===== src/rtl/count_display_driver.sv =====
// count_display_driver
//   Receives the 4-bit counter value from the counter block, brings it into
//   the local clock domain, filters out short glitches, splits it into two
//   decimal digits (00..15) and drives a time-multiplexed 2-digit 7-segment
//   display.
//
// Ports
//   clk  : system clock, all flops on rising edge
//   rs   : asynchronous active-low reset
//   d    : counter value, asynchronous to clk
//   seg  : segment drive {a,b,c,d,e,f,g}, seg[6]=a (registered)
//   an   : digit enable, an[0]=ones, an[1]=tens (registered)
//   val  : currently accepted value, for debug (registered)
//
// Parameters
//   REFRESH_DIV : clk cycles each digit stays enabled (2..2^20)
//   BLANK_LZ    : 1 = blank the tens digit when it is 0
//   ACTIVE_LOW  : 1 = seg/an active-low, 0 = active-high
module count_display_driver #(
  parameter int REFRESH_DIV = 50000,
  parameter bit BLANK_LZ    = 1'b1,
  parameter bit ACTIVE_LOW  = 1'b1
) (
  input  logic       clk,
  input  logic       rs,
  input  logic [3:0] d,
  output logic [6:0] seg,
  output logic [1:0] an,
  output logic [3:0] val
);

  localparam int       PW      = $clog2(REFRESH_DIV);
  localparam logic [PW-1:0] PRE_MAX = PW'(REFRESH_DIV - 1);
  // Inactive levels for the display drive.
  localparam logic [6:0] SEG_OFF = ACTIVE_LOW ? 7'h7F : 7'h00;
  localparam logic [1:0] AN_OFF  = ACTIVE_LOW ? 2'b11 : 2'b00;

  // sync[0] = first flop, sync[1] = second flop
  logic [1:0][3:0]  sync;
  logic [3:0]       s2_prev;
  logic [PW-1:0]    pre;
  logic             sel;

  logic [3:0] tens, ones, digit;
  logic [6:0] pat, seg_nxt;
  logic [1:0] an_nxt;

  // Active-high segment pattern for decimal digits.
  function automatic logic [6:0] seg_pat(input logic [3:0] dg);
    case (dg)
      4'd0:    seg_pat = 7'h7E;
      4'd1:    seg_pat = 7'h30;
      4'd2:    seg_pat = 7'h6D;
      4'd3:    seg_pat = 7'h79;
      4'd4:    seg_pat = 7'h33;
      4'd5:    seg_pat = 7'h5B;
      4'd6:    seg_pat = 7'h5F;
      4'd7:    seg_pat = 7'h70;
      4'd8:    seg_pat = 7'h7F;
      4'd9:    seg_pat = 7'h7B;
      default: seg_pat = 7'h00;
    endcase
  endfunction

  // Synchroniser and glitch filter. A value is accepted only once the
  // synchroniser output has matched its previous sample, so a one-cycle
  // excursion on d never reaches val.
  always_ff @(posedge clk or negedge rs) begin
    if (!rs) begin
      sync    <= '0;
      s2_prev <= '0;
      val     <= '0;
    end else begin
      sync[0] <= d;
      sync[1] <= sync[0];
      s2_prev <= sync[1];
      if (sync[1] == s2_prev && sync[1] != val)
        val <= sync[1];
    end
  end

  // Scan prescaler; sel flips on each wrap.
  always_ff @(posedge clk or negedge rs) begin
    if (!rs) begin
      pre <= '0;
      sel <= 1'b0;
    end else if (pre == PRE_MAX) begin
      pre <= '0;
      sel <= ~sel;
    end else begin
      pre <= pre + 1'b1;
    end
  end

  // Decimal split, 4-bit only (val never exceeds 15).
  always_comb begin
    tens  = {3'b000, (val >= 4'd10)};
    ones  = (val >= 4'd10) ? (val - 4'd10) : val;
    digit = sel ? tens : ones;
    pat   = seg_pat(digit);
    if (sel && tens == 4'd0 && BLANK_LZ)
      pat = 7'h00;
    seg_nxt = ACTIVE_LOW ? ~pat : pat;
    an_nxt  = sel ? 2'b10 : 2'b01;
    if (ACTIVE_LOW)
      an_nxt = ~an_nxt;
  end

  // Output register; the blanked tens slot keeps its enable active.
  always_ff @(posedge clk or negedge rs) begin
    if (!rs) begin
      seg <= SEG_OFF;
      an  <= AN_OFF;
    end else begin
      seg <= seg_nxt;
      an  <= an_nxt;
    end
  end

endmodule


===== config.mk =====
export PLATFORM = sky130hd
export DESIGN_NAME = count_display_driver
export DESIGN_NICKNAME = d
export VERILOG_FILES = /design/src/rtl/count_display_driver.sv
export SDC_FILE = /design/constraint.sdc
export NUM_CORES = 1
export LEC_CHECK = 0
export ABC_CLOCK_PERIOD_IN_PS = 2950
export CAP_MARGIN = 0
export CORE_MARGIN = 2
export CORE_UTILIZATION = 60
export DETAILED_ROUTE_END_ITERATION = 10
export PLACE_DENSITY = 0.88
export SLEW_MARGIN = 20
export SYNTH_ARGS = -nofsm -noshare
export SYNTH_HDL_FRONTEND = slang
export SYNTH_SLANG_ARGS = --single-unit

===== constraint.sdc =====
create_clock -name clk -period 2.95 [get_ports clk]
set_input_delay 0.4425 -clock clk [delete_from_list [all_inputs] [get_ports clk]]
set_output_delay 0.4425 -clock clk [all_outputs]
set_load 0.01 [all_outputs]

# Word level (Yosys, flattened, before mapping)
# Memories as Yosys holds them, arrays and structs flattened.
# Cells that the tools add are included.
# word_totals
wordCells	26
input_bits	6
n_memories	1
mem_bits_ro	112
regBits	42
# op_classes
n_mux	5
addsub	2
bitwise_logic	4
order_cmp	1
reduce_logical	2
eq_ne	3
# mem_list
name	depth	word_bits	read_ports	rd_clocked_by_memory_dff	write_ports	line_no	rtl
(name not given)	16	7	1	0	0	50	case (dg)
# op_table
op	count
16-bit by 1-bit adder with 16-bit output, second input constant	1
16-bit == test, second input constant	1
16-bit two-way mux	1
4-bit two-way mux	2
7-bit two-way mux	1
7-bit inverter	1
4-bit == test	1
4-bit greater-or-equal comparator, second input constant	1
4-bit inequality test	1
4-bit subtractor, second input constant	1
1-bit logical AND	2
2-bit two-way mux	1
1-bit inverter	2
2-bit inverter	1

# Longest topological paths before layout
# Gate-level depths: netlist (run 1).
# An unclocked memory read counts as a cell.
# logic_depth
ltp_word	6
mapped_depth	7
ltp_nobuf	6

# Worst setup path after synthesis (run 1)
# OpenSTA, ideal clock, no wires.
# synth_timing
kind	reg2reg
from	register val[2]
to	register seg[3]
slack_ns	1.196
t_required_ns	2.873
stages_incl_launch_ff	8
setup_ns	0.077
t_arrival_ns	1.676
path_cell_list	dfrtp_1 buf_4 o21a_1 mux2i_2 inv_1 ha_1 o21a_1 a21bo_2
# synth_via
elab_chain_len	6
word_cells_on_any_way	9
cone_classes	add/sub (1); order compare (1); mux (3); bitwise (2); reduce/logical (1); memory (1)
# synth_rtl
item	line_no	rtl
from (decl)	29	output logic [3:0] val
from (signal assigned)	78	val <= sync[1];
4-bit subtractor or 4-bit greater-or-equal comparator (tied branches)	98, 97	
4-bit two-way mux	98	ones = (val >= 4'd10) ? (val - 4'd10) : val;
4-bit two-way mux	99	digit = sel ? tens : ones;
memory 16 x 7 bit	-	
7-bit two-way mux (*)	101	if (sel && tens == 4'd0 && BLANK_LZ)
7-bit inverter (*)	103	seg_nxt = ACTIVE_LOW ? ~pat : pat;
via seg_nxt[3]	45	logic [6:0] pat, seg_nxt;
to (signal assigned)	115	seg <= seg_nxt;
to (decl)	27	output logic [6:0] seg,
# The timed path passes the listed nets; every way through them passes the cells marked *.
# A chain may end at the register's enable or synchronous reset.

# Final worst setup path (run 1)
# layout_timing
from	register val[3]
to	output port val[3]
# No word-level cell between the ends.

==> results_dict.tcl, run 1 <==
set metrics [dict create \
    synth-seq-cells 42 \
    antenna_found_initial 0 \
    finalWeightedCongestion 0.876 \
    yosysTopAreaCell "dfrtp_1" \
    swShare_pct 31.2 \
    multi_input_area_um2 828 \
    cts_tree "done" \
    crit_required_ns 2.51 \
    numCtsBuffers 5 \
    nFillCells 214 \
    grt_pass1_vias 1256 \
    cellPowerDensity_mw_per_mm2 837 \
    drv_cap 0 \
    routed_wl_um 3210 \
    r2r_start "val[1]" \
    worstSetupEndpoint "val[3]" \
    wire_per_inst_um 14.5 \
    dpl_cell_area_mm2 0.00214 \
    layout_common_cells "dfrtp_1, xnor2_1, clkdlybuf4s50_1" \
    p_leak_nw 0.967 \
    synth_area_leaders "dfrtp_1, dfstp_2, xnor2_1" \
    finalCoreUtilization_pct 73.1 \
    yosys_warnings 0 \
    hold_viol 0 \
    seq_power_share_pct 41.1 \
    cp_num_cells 1 \
    p_int_w 0.00130 \
    cts_root_buf "clkbuf_4" \
    vdd_drop_max_uv 435 \
    ant_nets 0 \
    r2r_end "seg[2]" \
    startpoint_type "flip-flop" \
    clk_latency_ns 0.35 \
    crit_chain "clkdlybuf4s50_1" \
    num_io_pins 19 \
    grt_overflow 0 \
    dieArea_mm2 0.00372 \
    worstMarginPinSlew_ns 0.863 \
    synth_nets 168 \
    synth_edf_count 0 \
    cts.clk_slew.worst_paths_ns 0.13 \
    critPathCaptureType "output port" \
    critPathMaxStageDelay_ns 0.61 \
    post-route-period-util_pct 68.1 \
    cp_max_fo 10 \
    dieWidth_um 61.0 \
    clock-sinks 42 \
    avgViaCountPerCell 5.57 \
    fin_crit_ns 2.01 \
    grt_pass1_wl_um 5530 \
    grt.total_usage_pct 21.0 \
    tns_ns 0 \
    finalInstanceArea_mm2 0.00225 \
    ys.flop_type "dfrtp_1" \
    rows 20 \
    antenna_cells 0 \
    cts_resized 0 \
    critical_path_class "reg2out" \
    skew_ns 0.0117 \
    syn_to_final_growth_pct 15.6 \
    reg2regPathDepth 5 \
    pwr-share-comb_pct 34.9 \
    avgSynthCellArea_um2 12.6 \
    critPathSlowestCell "clkdlybuf4s50_1" \
    grt_setup_unrepaired "false" \
    synth_top_area_share_pct 42.4 \
    coreArea_mm2 0.00308 \
    synthArstFlopShare_pct 100 \
    clock_path_buffers 2 \
    seqCellArea_mm2 0.00106 \
    h-tree-depth 2 \
    setup_viol 0 \
    grt_max_degree 43 \
    synth_cell_types 47 \
    p_sw_w 0.000588 \
    hp-class "in2async" \
    final_layout_size_suffix_gt1_share_pct 19.8 \
    post_cts_buffers 0 \
    die_y_um 61.0 \
    cp_num_buf_inv 1 \
    slew_headroom_pct 42.5 \
    drt_iter0_markers 42 \
    hpwlAfterDp_um 2300 \
    netlist_area_mm2 0.00195 \
    final_common_cell "dfrtp_1" \
    vias 1230 \
    drc_errors 0 \
    pwr-share-clk_pct 24.0 \
    crit_start "val[3]" \
    initial_core_util_pct 63.3 \
    max_freq_mhz 498 \
    report.power.total_w 0.00188 \
    drt_pass1_iterations 4 \
    fin_nets 189 \
    slew_viol_final 0 \
    holdWs_ns 0.187 \
    status "completed" \
    io_buffers 18 \
    cts_hold_buf 0 \
    ys_seq_area_share_pct 54.6 \
    regToRegSetupSlack_ns 1.02 \
    cp_top_family "buffers and inverters" \
    synthCells 155 \
    worstPathArrival_ns 1.57 \
]
[layer usage]
layer / share of wire, % / routed length [um] / global-route usage [%] / up-vias
met5: 0 / 0 / 0 / -
met4: 2.1 / 68 / 11.5 / 0
met3: 3.9 / 124 / 7.68 / 9
met2: 51 / 1650 / 34.1 / 29
met1: 43 / 1370 / 24.3 / 611
li1: - / - / - / 581
[Yosys cell counts, types with 2 or more instances]
cell	number
xor2_1	4
buf_4	3
nand2_1	9
o31ai_1	2
ha_1	7
o21ai_0	3
mux2_2	4
inv_1	6
nor2_1	9
xnor2_1	17
dfstp_2	9
mux2i_1	2
nand4_1	3
o21a_1	3
o21ai_1	2
nor2b_1	5
nand3_1	3
dfrtp_1	33
and4_1	3
[through the flow]
step	cells	setup WS, ns
3_3_place_gp	213	1.18
3_5_place_dp	213	1.08
4_1_cts	221	0.925
2_1_floorplan	155	1.20
5_1_grt	221	0.872
6_report	221	0.941
[layout make-up]
type                            instances  area share [%]
Sequential cell                        42            47.2
Clock buffer                            5            1.67
Timing Repair Buffer                   18            7.79
Inverter                                6            1.00
Tap cell                               44            2.45
Clock inverter                          3            3.06
Multi-Input combinational cell        103            36.8
[kinds of logic (layout without fill, tap and decap cells)]
group	Yosys count	after routing	synth area share (%)
flops	42	42	54.6
fa+ha+maj	7	7	4.50
mux	7	7	4.05
simple gates	49	49	16.3
compound gates	19	19	8.23
xor+xnor	21	21	9.45
buf+inv	10	32	2.89
[flip-flops by register name (all words and copies together), names as in the netlist]
register / cells
pre: 16
sync: 8
seg: 7
s2_prev: 4
val: 4
an: 2
sel: 1
[power groups by stage]
stage               Sequential [W]  Combinational [W]  Clock [W]
CTS                       0.000775           0.000659   0.000466
global placement          0.000776           0.000620          0
global route              0.000789           0.000718   0.000486
detailed placement        0.000787           0.000651          0
floorplan                 0.000772           0.000460          0
finish                    0.000775           0.000657   0.000452
[worst min path at each step]
stage / from / end
2_1_floorplan: rs / pre[0]
3_3_place_gp: sync[0] / sync[4]
3_5_place_dp: sync[0] / sync[4]
4_1_cts: rs / val[1]
5_1_grt: rs / val[1]
6_report: rs / val[1]
(Power assumes the default switching activity.)
==> run 2: changes to the inputs <==
--- a/config.mk
+++ b/config.mk
@@ -5,12 +5,12 @@
 export SDC_FILE = /design/constraint.sdc
 export NUM_CORES = 1
 export LEC_CHECK = 0
-export ABC_CLOCK_PERIOD_IN_PS = 2950
+export ABC_CLOCK_PERIOD_IN_PS = 1900
 export CAP_MARGIN = 0
 export CORE_MARGIN = 2
-export CORE_UTILIZATION = 60
+export CORE_UTILIZATION = 56
 export DETAILED_ROUTE_END_ITERATION = 10
-export PLACE_DENSITY = 0.88
+export PLACE_DENSITY = 0.83
 export SLEW_MARGIN = 20
 export SYNTH_ARGS = -nofsm -noshare
 export SYNTH_HDL_FRONTEND = slang
==> constraint.sdc (replaced) <==
create_clock -name clk -period 1.9 [get_ports clk]
set_input_delay 0.285 -clock clk [delete_from_list [all_inputs] [get_ports clk]]
set_output_delay 0.285 -clock clk [all_outputs]
set_load 0.01 [all_outputs]
==> results_dict.tcl, run 2 (synthesis results as in run 1) <==
set metrics [dict create \
    num_io_pins 19 \
    clock-sinks 42 \
    vias 1266 \
    max_freq_mhz 561 \
    worstPathArrival_ns 1.50 \
    grt.total_usage_pct 19.0 \
    ant_nets 0 \
    hp-class "reg2reg" \
    post-route-period-util_pct 93.9 \
    finalCoreUtilization_pct 69.7 \
    crit_required_ns 1.62 \
    largest-register "pre" \
    vdd_drop_max_uv 592 \
    worstMarginPinSlew_ns 0.399 \
    fin_crit_ns 1.78 \
    final_common_cell "dfrtp_1" \
    grt_setup_unrepaired "false" \
    tns_ns 0 \
    grt_overflow 0 \
    antenna_found_initial 0 \
    dieArea_mm2 0.00396 \
    grt_max_degree 43 \
    finalWeightedCongestion 0.906 \
    hold_viol 0 \
    critical_path_class "reg2out" \
    setup_viol 0 \
    clk_latency_ns 0.35 \
    routed_wl_um 3290 \
    final_layout_size_suffix_gt1_share_pct 23.6 \
    report.power.total_w 0.00301 \
    critPathCaptureType "output port" \
    drt_pass1_iterations 4 \
    drc_errors 0 \
    wire_per_inst_um 14.4 \
    layout_common_cells "dfrtp_1, xnor2_1, clkdlybuf4s50_1" \
    avgViaCountPerCell 5.55 \
    status "completed" \
    fin_nets 194 \
    h-tree-depth 2 \
    cts_root_buf "clkbuf_4" \
    die_y_um 63.0 \
    coreArea_mm2 0.00334 \
    clock_path_buffers 2 \
    io_buffers 18 \
    largest_register_ff_count 16 \
    cts_tree "done" \
    dpl_cell_area_mm2 0.00219 \
    p_leak_nw 0.997 \
    top_regs "pre x16, sync x8, seg x7" \
    numCtsBuffers 5 \
    hpwlAfterDp_um 2310 \
    drv_cap 0 \
    grt_pass1_wl_um 5660 \
    syn_to_final_growth_pct 19.5 \
    grt_pass1_vias 1250 \
    dieWidth_um 63.0 \
    antenna_cells 0 \
    initial_core_util_pct 58.3 \
    startpoint_type "flip-flop" \
    cts.clk_slew.worst_paths_ns 0.11 \
    skew_ns 0.00828 \
    slew_viol_final 0 \
    slew_headroom_pct 73.1 \
    cp_max_fo 7 \
    rows 21 \
    drt_iter0_markers 48 \
    cellPowerDensity_mw_per_mm2 1300 \
    finalInstanceArea_mm2 0.00233 \
]
run 2: cell types whose count changed in the layout (fill, tap and decap cells not counted), sizes merged:
cell	previous run	this run
buf	1	5
dlygate4sd3	0	1
clkinv	1	0
clkbuf	5	6
run 2: final cells by class:
class	instances	area (um2)
Tap cell	46	57.6
Inverter	6	22.5
Clock buffer	6	51.3
Multi-Input combinational cell	103	841
Fill cell	251	1010
Timing Repair Buffer	23	228
Sequential cell	42	1070
Clock inverter	2	60.1
run 2: worst max-delay path: stages (launching register included):
cell,delay [ns]
dfrtp_2,0.46
buf_4,0.16
clkdlybuf4s50_1,0.53
run 2: metal layers:
metal	vias to the layer above	global-route usage (%)	share of wire (%)
met4	0	11.9	2.6
met5	-	0	0
met2	36	30.2	53
li1	588	-	-
met1	632	22.1	40
met3	10	6.13	4.0
run 2: path summary, 6_finish.rpt:
kind	from	to	slack, ns	cells after the start
max	val[3]	val[3]	0.12	2
min	sync[3]	sync[7]	0.36	0
max reg2reg	val[2]	seg[2]	0.13	5
min reg2reg	sync[3]	sync[7]	0.36	0
max in group asynchronous	rs	seg[3]	1.23	3
min in group asynchronous	rs	s2_prev[3]	0.42	3
run 2: report_power, final:
| group | internal, W | switching (W) |
|---|---|---|
| sequential | 0.00108 | 0.000113 |
| clock | 0.000446 | 0.000276 |
| combinational | 0.000572 | 0.000531 |
run 2: timing repair:
action / 4_1_cts / 5_1_grt
hold buffers: 1 / 0
hold endpoints to repair: 33 / 0
setup endpoints to repair: 0 / 8
gates resized for setup: 0 / 5
buffers inserted: 0 / 0
run 2: stage by stage:
| step | cells | setup WS (ns) | hold WS [ns] |
|---|---|---|---|
| 2_1_floorplan | 155 | 0.146 | -0.0106 |
| 3_3_place_gp | 219 | 0.158 | 0.269 |
| 3_5_place_dp | 219 | 0.0742 | 0.273 |
| 4_1_cts | 228 | 0.00803 | 0.338 |
| 5_1_grt | 228 | 0.0187 | 0.335 |
| 6_report | 228 | 0.117 | 0.359 |
